===== src/rtl/usb_hid_key_sequencer.sv =====
// -----------------------------------------------------------------------------
// usb_hid_key_sequencer
//
// Generates the key-press stream for the HID keyboard core. The HID core is
// driven through a key_value / key_request pulse interface.
//
// Key sources:
//   * A periodic auto-key generator. It steps through KEY_FIRST..KEY_LAST in
//     hold, up, down or ping-pong order.
//   * A FIFO of externally injected keys. The FIFO always has priority over
//     auto keys. A pending auto key is held back until the FIFO is empty.
//
// After every request the sequencer stays idle for at least GAP_CYCLES
// cycles, so the HID core is never over-driven.
//
// Optional feature (macro HID_KEY_RELEASE_EN):
//   When defined, every press request is followed by a release request
//   (key_value = 16'h0000). The release request comes after the first gap
//   and is followed by a second gap.
//   When undefined, one request is issued per key.
//
// Parameters:
//   CLK_HZ      clock frequency in Hz
//   PERIOD_MS   auto-key period in ms (PERIOD_CYC = CLK_HZ/1000*PERIOD_MS)
//   KEY_FIRST   lowest auto key code
//   KEY_LAST    highest auto key code (>= KEY_FIRST)
//   FIFO_DEPTH  injected-key FIFO depth (power of 2, >= 2)
//   GAP_CYCLES  minimum idle cycles after each request (>= 1)
//
// Ports:
//   clk          system clock
//   rst          asynchronous active-high reset
//   auto_en      enables periodic auto keys
//   mode         0 = hold, 1 = up, 2 = down, 3 = ping-pong
//   in_valid     injected key valid
//   in_key       injected key code
//   in_ready     FIFO can accept (equals !full)
//   fifo_count   FIFO occupancy
//   key_value    key code to the HID core
//   key_request  one-cycle request pulse to the HID core
//   busy         high while the FSM is not IDLE
// -----------------------------------------------------------------------------
module usb_hid_key_sequencer #(
  parameter int unsigned CLK_HZ     = 60000000,
  parameter int unsigned PERIOD_MS  = 2000,
  parameter logic [15:0] KEY_FIRST  = 16'h0004,
  parameter logic [15:0] KEY_LAST   = 16'h0027,
  parameter int unsigned FIFO_DEPTH = 8,
  parameter int unsigned GAP_CYCLES = 600000
) (
  input  logic                          clk,
  input  logic                          rst,
  input  logic                          auto_en,
  input  logic [1:0]                    mode,
  input  logic                          in_valid,
  input  logic [15:0]                   in_key,
  output logic                          in_ready,
  output logic [$clog2(FIFO_DEPTH):0]   fifo_count,
  output logic [15:0]                   key_value,
  output logic                          key_request,
  output logic                          busy
);

  // ---------------------------------------------------------------------------
  // Derived constants
  // ---------------------------------------------------------------------------
  localparam int unsigned PERIOD_CYC = CLK_HZ / 1000 * PERIOD_MS;
  localparam int          PCNT_W     = (PERIOD_CYC > 1) ? $clog2(PERIOD_CYC) : 1;
  localparam int          GCNT_W     = (GAP_CYCLES > 1) ? $clog2(GAP_CYCLES) : 1;
  localparam int          AW         = $clog2(FIFO_DEPTH);
  localparam int          CW         = AW + 1;

  localparam logic [PCNT_W-1:0] PERIOD_LAST = PCNT_W'(PERIOD_CYC - 1);
  localparam logic [GCNT_W-1:0] GAP_LAST    = GCNT_W'(GAP_CYCLES - 1);
  localparam logic [CW-1:0]     FIFO_FULL   = CW'(FIFO_DEPTH);

`ifdef HID_KEY_RELEASE_EN
  typedef enum logic [2:0] {
    ST_IDLE,
    ST_ISSUE,
    ST_GAP,
    ST_RELEASE,
    ST_GAP_REL
  } state_t;
`else
  typedef enum logic [1:0] {
    ST_IDLE,
    ST_ISSUE,
    ST_GAP
  } state_t;
`endif

  state_t              state_reg;
  logic [GCNT_W-1:0]   gap_cnt_reg;
  logic                from_auto_reg;   // key in flight came from the auto generator

  logic [PCNT_W-1:0]   period_cnt_reg;
  logic                auto_pending_reg;
  logic [15:0]         auto_key_reg;
  logic                dir_down_reg;    // ping-pong direction, 0 = up

  logic [15:0]         auto_key_next;
  logic                dir_down_next;

  // ---------------------------------------------------------------------------
  // Injected-key FIFO
  // The storage array has no reset, so it can map onto distributed RAM.
  // ---------------------------------------------------------------------------
  logic [15:0]         fifo_mem [FIFO_DEPTH];
  logic [AW-1:0]       wr_ptr_reg;
  logic [AW-1:0]       rd_ptr_reg;
  logic [CW-1:0]       count_reg;
  logic                fifo_full;
  logic                fifo_empty;
  logic                fifo_push;
  logic                fifo_pop;
  logic                auto_take;

  assign fifo_full  = (count_reg == FIFO_FULL);
  assign fifo_empty = (count_reg == '0);
  assign in_ready   = !fifo_full;
  assign fifo_count = count_reg;

  // A push is gated by the pre-pop full flag. A full FIFO therefore refuses a
  // key even in a cycle where the FSM pops one.
  assign fifo_push  = in_valid && !fifo_full;
  assign fifo_pop   = (state_reg == ST_IDLE) && !fifo_empty;

  // The auto key is only taken when the FIFO has nothing to offer.
  assign auto_take  = (state_reg == ST_IDLE) && fifo_empty &&
                      auto_pending_reg && (mode != 2'd0);

  always_ff @(posedge clk) begin
    if (fifo_push) begin
      fifo_mem[wr_ptr_reg] <= in_key;
    end
  end

  always_ff @(posedge clk or posedge rst) begin
    if (rst) begin
      wr_ptr_reg <= '0;
      rd_ptr_reg <= '0;
      count_reg  <= '0;
    end else begin
      if (fifo_push) begin
        wr_ptr_reg <= wr_ptr_reg + AW'(1);
      end
      if (fifo_pop) begin
        rd_ptr_reg <= rd_ptr_reg + AW'(1);
      end
      case ({fifo_push, fifo_pop})
        2'b10:   count_reg <= count_reg + CW'(1);
        2'b01:   count_reg <= count_reg - CW'(1);
        default: count_reg <= count_reg;
      endcase
    end
  end

  // ---------------------------------------------------------------------------
  // Period counter and pending auto key
  // A tick that lands while a key is already pending is absorbed into it. A
  // tick in the same cycle as the FSM consuming the pending key re-arms it.
  // ---------------------------------------------------------------------------
  always_ff @(posedge clk or posedge rst) begin
    if (rst) begin
      period_cnt_reg   <= '0;
      auto_pending_reg <= 1'b0;
    end else if (!auto_en) begin
      period_cnt_reg   <= '0;
      auto_pending_reg <= 1'b0;
    end else if (period_cnt_reg == PERIOD_LAST) begin
      period_cnt_reg   <= '0;
      auto_pending_reg <= 1'b1;
    end else begin
      period_cnt_reg <= period_cnt_reg + PCNT_W'(1);
      if (auto_take) begin
        auto_pending_reg <= 1'b0;
      end
    end
  end

  // ---------------------------------------------------------------------------
  // Next auto key
  // The mode is sampled at the moment of the advance. A mode change never
  // reloads auto_key; it only changes how the next step is taken.
  // In ping-pong mode the endpoint flips direction and steps away in the same
  // advance, so the endpoint key is not repeated.
  // ---------------------------------------------------------------------------
  always_comb begin
    auto_key_next = auto_key_reg;
    dir_down_next = dir_down_reg;
    if (KEY_FIRST != KEY_LAST) begin
      case (mode)
        2'd1: begin
          auto_key_next = (auto_key_reg == KEY_LAST) ? KEY_FIRST
                                                     : auto_key_reg + 16'd1;
        end
        2'd2: begin
          auto_key_next = (auto_key_reg == KEY_FIRST) ? KEY_LAST
                                                      : auto_key_reg - 16'd1;
        end
        2'd3: begin
          if (!dir_down_reg) begin
            if (auto_key_reg == KEY_LAST) begin
              auto_key_next = auto_key_reg - 16'd1;
              dir_down_next = 1'b1;
            end else begin
              auto_key_next = auto_key_reg + 16'd1;
            end
          end else begin
            if (auto_key_reg == KEY_FIRST) begin
              auto_key_next = auto_key_reg + 16'd1;
              dir_down_next = 1'b0;
            end else begin
              auto_key_next = auto_key_reg - 16'd1;
            end
          end
        end
        default: begin
          auto_key_next = auto_key_reg;
        end
      endcase
    end
  end

  // ---------------------------------------------------------------------------
  // Sequencer FSM
  // key_request is registered. It is set on the edge that enters ISSUE (or
  // RELEASE), so it is high for exactly the cycle spent in that state.
  // ---------------------------------------------------------------------------
  always_ff @(posedge clk or posedge rst) begin
    if (rst) begin
      state_reg     <= ST_IDLE;
      gap_cnt_reg   <= '0;
      from_auto_reg <= 1'b0;
      auto_key_reg  <= KEY_FIRST;
      dir_down_reg  <= 1'b0;
      key_value     <= KEY_FIRST;
      key_request   <= 1'b0;
      busy          <= 1'b0;
    end else begin
      key_request <= 1'b0;
      case (state_reg)
        ST_IDLE: begin
          if (fifo_pop) begin
            key_value     <= fifo_mem[rd_ptr_reg];
            from_auto_reg <= 1'b0;
            key_request   <= 1'b1;
            busy          <= 1'b1;
            state_reg     <= ST_ISSUE;
          end else if (auto_take) begin
            key_value     <= auto_key_reg;
            from_auto_reg <= 1'b1;
            key_request   <= 1'b1;
            busy          <= 1'b1;
            state_reg     <= ST_ISSUE;
          end
        end

        ST_ISSUE: begin
          if (from_auto_reg) begin
            auto_key_reg <= auto_key_next;
            dir_down_reg <= dir_down_next;
          end
          gap_cnt_reg <= '0;
          state_reg   <= ST_GAP;
        end

        ST_GAP: begin
          if (gap_cnt_reg == GAP_LAST) begin
            gap_cnt_reg <= '0;
`ifdef HID_KEY_RELEASE_EN
            key_value   <= 16'h0000;
            key_request <= 1'b1;
            state_reg   <= ST_RELEASE;
`else
            busy        <= 1'b0;
            state_reg   <= ST_IDLE;
`endif
          end else begin
            gap_cnt_reg <= gap_cnt_reg + GCNT_W'(1);
          end
        end

`ifdef HID_KEY_RELEASE_EN
        ST_RELEASE: begin
          gap_cnt_reg <= '0;
          state_reg   <= ST_GAP_REL;
        end

        ST_GAP_REL: begin
          if (gap_cnt_reg == GAP_LAST) begin
            gap_cnt_reg <= '0;
            busy        <= 1'b0;
            state_reg   <= ST_IDLE;
          end else begin
            gap_cnt_reg <= gap_cnt_reg + GCNT_W'(1);
          end
        end
`endif

        default: begin
          busy      <= 1'b0;
          state_reg <= ST_IDLE;
        end
      endcase
    end
  end

endmodule


===== config.mk =====
export PLATFORM = sky130hd
export DESIGN_NAME = usb_hid_key_sequencer
export DESIGN_NICKNAME = d
export VERILOG_FILES = /design/src/rtl/usb_hid_key_sequencer.sv
export SDC_FILE = /design/constraint.sdc
export NUM_CORES = 1
export LEC_CHECK = 0
export BUFFER_PORTS_ARGS = -buffer_cell sky130_fd_sc_hd__buf_4
export CELL_PAD_IN_SITES_DETAIL_PLACEMENT = 1
export CELL_PAD_IN_SITES_GLOBAL_PLACEMENT = 2
export CORE_ASPECT_RATIO = 0.75
export CORE_MARGIN = 2
export CORE_UTILIZATION = 41
export CTS_BUF_LIST = sky130_fd_sc_hd__clkbuf_8
export DETAILED_ROUTE_END_ITERATION = 8
export PLACE_DENSITY = 0.82
export SYNTH_ARGS = -nofsm -noshare
export SYNTH_HDL_FRONTEND = slang
export SYNTH_SLANG_ARGS = --single-unit

===== constraint.sdc =====
create_clock -name clk -period 2.67 [get_ports clk]
set_input_delay 0.267 -clock clk [delete_from_list [all_inputs] [get_ports clk]]
set_output_delay 0.267 -clock clk [all_outputs]
set_load 0.01 [all_outputs]

**After elaboration in Yosys (flattened, before gate mapping)**

Memories as Yosys holds them, arrays and structs flattened.
Cells that the tools add are included.

- Bitwise operators: 1
- Mux-type cells: 33
- $mul: 0
- $lt $le $gt $ge: 0
- Equality and inequality tests: 15
- Shifts and indexed selects: 0
- Reductions and logical operators: 19
- Divide/modulo/power cells: 0
- Add/sub/neg operators: 8

Operator list:

| cell | number |
|---|---|
| two-way mux 16 bit | 7 |
| two-way mux 27 bit | 2 |
| case mux 16 bit (3 select lines) | 1 |
| case mux 20 bit (2 select lines) | 1 |
| adder 27 x 1 -> 27 bit (second input constant) | 1 |
| == test 27 bit (second input constant) | 1 |
| adder 20 x 1 -> 20 bit (second input constant) | 1 |
| == test 20 bit (second input constant) | 1 |
| two-way mux 20 bit | 1 |
| adder 16 x 1 -> 16 bit (second input constant) | 1 |
| == test 16 x 3 -> 1 bit (second input constant) | 1 |
| == test 16 x 6 -> 1 bit (second input constant) | 1 |
| subtractor 16 x 1 -> 16 bit (second input constant) | 1 |
| two-way mux 1 bit | 15 |
| AND reduction 3 bit | 3 |
| == test 2 bit (second input constant) | 4 |
| case mux 4 bit (2 select lines) | 1 |
| nonzero test 2 bit | 4 |
| adder 3 x 1 -> 3 bit (second input constant) | 2 |
| == test 2 x 1 -> 1 bit (second input constant) | 3 |
| two-way mux 2 bit | 3 |
| case mux 2 bit (3 select lines) | 1 |
| logical AND 1 bit | 5 |
| adder 4 x 1 -> 4 bit (second input constant) | 1 |
| other kinds (12) | 14 |

- Logic and storage cells: 90
- Latch bits: 0
- RAM bits: 128
- ROM bits: 0
- Bits of input ports: 22
- Bits in registers: 96
- Memories: 1
- Output and inout port bits: 23

Memories:

| memory | words | bits a word | read ports | clocked after Yosys merged registers in | write ports | RTL line | source |
|---|---|---|---|---|---|---|---|
| fifo_mem | 8 | 16 | 1 | 0 | 1 | 109 | `logic [15:0] fifo_mem [FIFO_DEPTH];` |

**Logic depth before layout (Yosys ltp)**

- Word-level depth: 7
- Mapped depth: 11
- Mapped depth without buffers: 11

**Worst setup path after synthesis**

OpenSTA, ideal clock, no wires.

- Path type: reg-to-reg
- From: reg count_reg[0], in the netlist fifo_count[0]
- To: mem fifo_mem[0][0], enable pin
- Period minus slack after synthesis: 2.670 ns
- Setup time: 0.409 ns
- Data arrival time: 2.261 ns
- Required time: 2.261 ns
- Stages on the path, launching flop included: 6
- Setup slack: 0.000 ns
- Buffers on the path: 0
- Path through: dfrtp_1 nor3_1 nand2_1 nand2_1 or2_2 nor3_1

- Cells in the longest elaborated chain, start to end: 5

Ends and longest elaborated chain:

| element | RTL line | source |
|---|---|---|
| start: declaration | 112 | `logic [CW-1:0] count_reg;` |
| start signal: assignment | 152 | `2'b10: count_reg <= count_reg + CW'(1);` |
| start signal: assignment | 153 | `2'b01: count_reg <= count_reg - CW'(1);` |
| start signal: assignment | 154 | `default: count_reg <= count_reg;` |
| == test 4 bit | 119 | `assign fifo_full = (count_reg == FIFO_FULL);` |
| zero test 1 bit | -- |  |
| net in_ready | 57 | `output logic in_ready,` |
| logical AND 1 bit | 126 | `assign fifo_push = in_valid && !fifo_full;` |
| two-way mux 1 bit | 134 | `if (fifo_push) begin` |
| two-way mux 1 bit (not written as such) | 135 | `fifo_mem[wr_ptr_reg] <= in_key;` |
| end: declaration | 109 |  |

The timed path passes the listed nets, and every way through them passes these cells.

**Final worst setup path**

- From: reg auto_key_reg[13]
- To: reg auto_key_reg[13]

- Cells in the longest elaborated chain, start to end: 4
- Elaborated cells on any way between the ends: 10
- Those cells by class: 2 x add/sub; 2 x eq/ne; 6 x mux

Ends and longest elaborated chain:

| element | RTL line | source |
|---|---|---|
| start: declaration | 99 | `logic [15:0] auto_key_reg;` |
| start signal: assignment | 262 | `auto_key_reg <= auto_key_next;` |
| adder 16 x 1 -> 16 bit (tied with other cells) | 196, 208, 212 |  |
| two-way mux 16 bit, on equally long branches | 204, 211 |  |
| two-way mux 16 bit | 203 | `if (!dir_down_reg) begin` |
| case mux 16 bit (3 select lines) * | 193 | `case (mode)` |

Every way passes the cells marked *; elsewhere a longest branch is shown, timed or not.
A chain may end at the register's enable or synchronous reset.

==> flow_metrics.tcl <==
set metrics [dict create \
    status "finished, final reports clean" \
    cts.path.max_buffers 3 \
    setup_ws_ns 0.07511 \
    internal_power_mw 5.823 \
    hold_ws_ns 0.05548 \
    ant_nets 0 \
    wire_per_inst_um 21.41 \
    finalCritPeriodShare 0.9719 \
    clock_sinks 224 \
    min_to "wr_ptr_reg[2]$_DFFE_PP0P_" \
    placedCellCount 1168 \
    vias 7069 \
    antenna_found_initial 0 \
    coreArea_um2 24160 \
    worstHoldPathCells 3 \
    slew_violations 0 \
    syn_inst 782 \
    r2r_cells 7 \
    grt_overflow 0 \
    preCtsSetupSlack_ns 0.1060 \
    yosys_warnings 0 \
    reg2reg_slack_ns 0.08 \
    grt_pass1_vias 7614 \
    placed_area_um2 11160 \
    p_leak_nw 4.505 \
    regArea_um2 6250 \
    finalCoreUtilization 0.4988 \
    multi_input_area_um2 3695 \
    start_kind "flip-flop" \
    yosysSeqAreaShare 0.6151 \
    skew_ns 0.02916 \
    die-width_um 185.8 \
    avgSynthCellArea_um2 12.99 \
    fp-row-count 49 \
    r2r_start "auto_key_reg[13]$_DFFE_PP0P_" \
    grt_use_total 0.2142 \
    vdd_drop_max_mv 0.4085 \
    endpoint_kind "flip-flop" \
    nFillCells 2516 \
    powerDensity_nw_per_um2 662.6 \
    post-route-drc-count 0 \
    max-slew-margin-rel 0.5453 \
    post-cts-setup-buffer-count 0 \
    dr.pass1.iters 4 \
    switching_power_mw 2.161 \
    die_area_um2 26070 \
    via_per_inst 5.619 \
    h-tree-depth 2 \
    pwr-share-comb 0.117 \
    cts_tree "done" \
    worstMarginPinSlew_ns 0.6821 \
    layout-drive-gt1-share 0.2104 \
    routabilityCongestion 0.8914 \
    synthesis.nets 817 \
    grt_pass1_wl_um 42700 \
    ys_async_sr_fraction 0.4286 \
    synth_cell_types 64 \
    seqPwrFrac 0.524 \
    r2r_end "auto_key_reg[13]$_DFFE_PP0P_" \
    die_h_um 140.3 \
    setup_viol 0 \
    p_clk_frac 0.359 \
    cts_root_buffer "clkbuf_8" \
    period_needed_ns 2.595 \
    synth_edf_count 128 \
    path_max_fanout 9 \
    rsz0062_at_grt "false" \
    drt-total-wl_um 26930 \
    clkLatencyLatePin_ns 0.56 \
    instances_no_fill 1258 \
    finish.net_count 931 \
    cap_violations 0 \
    power_mw 7.984 \
    cts_buffers 39 \
    ys_ff_latch 224 \
    diodes 0 \
    place_hpwl_um 18430 \
    hp-class "in -> reg" \
    tns_ns 0 \
    boundaryPins 45 \
    worstSetupPathType "reg -> reg" \
    p_sw_frac 0.2706 \
    area_delta_synth_final_pct 18.61 \
    critical_path_required_ns 3.07 \
    grt_max_degree 38 \
    first_iter_violations 419 \
    design_area_um2 12050 \
    start_util 0.4205 \
    synthFlopType "edfxtp_1" \
    portBuffers 44 \
    finalHoldViolCount 0 \
    min_from "in_valid" \
    largest_reg_flops 128 \
    fmax_mhz 385.4 \
    cp.arrival_ns 2.99 \
    synth_area_um2 10160 \
    clk_pin_slew_worst_paths_ns 0.06 \
]
-- worst max path at each step --
| stage | startpoint | end | slack [ns] | cells past startpoint |
|---|---|---|---|---|
| 2_1_floorplan | fifo_count[0]$_DFFE_PP0P_ | fifo_mem[0][0]$_DFFE_PP_ | 0.0002 | 5 |
| 3_3_place_gp | fifo_count[1]$_DFFE_PP0P_ | fifo_count[3]$_DFFE_PP0P_ | 0.24 | 10 |
| 3_5_place_dp | fifo_count[1]$_DFFE_PP0P_ | fifo_count[3]$_DFFE_PP0P_ | 0.11 | 10 |
| 4_1_cts | fifo_count[1]$_DFFE_PP0P_ | fifo_count[3]$_DFFE_PP0P_ | 0.1 | 10 |
| 5_1_grt | auto_key_reg[13]$_DFFE_PP0P_ | auto_key_reg[13]$_DFFE_PP0P_ | 0.001 | 8 |
| 6_report | auto_key_reg[13]$_DFFE_PP0P_ | auto_key_reg[13]$_DFFE_PP0P_ | 0.08 | 7 |
-- power by group through the flow --
stage,clock [mW],combinational [mW],sequential [mW]
6_report,2.87,0.935,4.18
5_1_grt,3.10,1.02,4.21
4_1_cts,2.95,0.947,4.18
3_5_place_dp,0,0.920,4.25
3_3_place_gp,0,0.861,4.20
2_1_floorplan,0,0.462,4.21
-- critical path: stages, from the launching register on --
cell and delay, ns:
dfrtp_1 0.48, or4_4 0.54, or2_4 0.29, o21ai_4 0.12, buf_4 0.19, nand2_1 0.26
a221oi_1 0.43, mux2i_1 0.14
-- metal layers --
metal | part of all wire | global-route usage | vias to the layer above
met5 | 0 | 0 | -
met4 | 0.023 | 0.06672 | 0
met3 | 0.048 | 0.04108 | 56
met2 | 0.48 | 0.3410 | 173
met1 | 0.45 | 0.2984 | 3668
li1 | - | - | 3172
-- synthesized netlist by cell type, types with 18 or more instances --
master      n  area, um2
dfrtp_1    94       2352
mux2i_1    26      260.3
nand2_1    58      217.7
edfxtp_1  128       3844
o21ai_0    40      200.2
mux4_2     32      720.7
xnor2_1    21      183.9
clkbuf_1   30      112.6
nor2_1     74      277.8
inv_1      18      67.56
xor2_1     25      219.0
a21oi_1    21      105.1
nand3_1    35      175.2
-- repair_timing --
item                       in CTS  in global routing
resized for setup               0                  1
hold endpoints to repair      154                  0
hold buffers                   18                  0
setup endpoints to repair       0                  4
-- cell families after synthesis --
family	Yosys count	share of synthesized area
AOI/OAI and AO/OA	114	0.07329
xor gates and xnor gates	46	0.03966
adders and majority gates	13	0.01675
buffers and inverters	56	0.02254
DFF	224	0.6151
muxes	61	0.09989
and+or+nand+nor	268	0.1328
-- layout by cell type (no fill, tap or decap), types with 8 or more instances in the layout --
cell type and n:
a21oi_1 21, a22oi_1 16, and2_1 11, and3_1 11
buf_4 90, clkbuf_8 41, clkinv_1 8, dfrtp_1 93
dlygate4sd3_1 18, edfxtp_1 128, ha_1 12, inv_1 36
mux2i_1 26, mux4_2 32, nand2_1 58, nand3_1 35
nand4_1 13, nor2_1 74, nor3_1 14, nor4_1 11
o21ai_0 40, xnor2_1 21, xor2_1 25
-- final cells by class --
type,count,area share
multi-input combinational,502,0.3066
tap,331,0.03437
timing repair buffer,111,0.07601
clock inverter,31,0.01153
inverter,18,0.005919
clock buffer,41,0.04683
sequential,224,0.5187
Power figures use the tool's default switching activity.
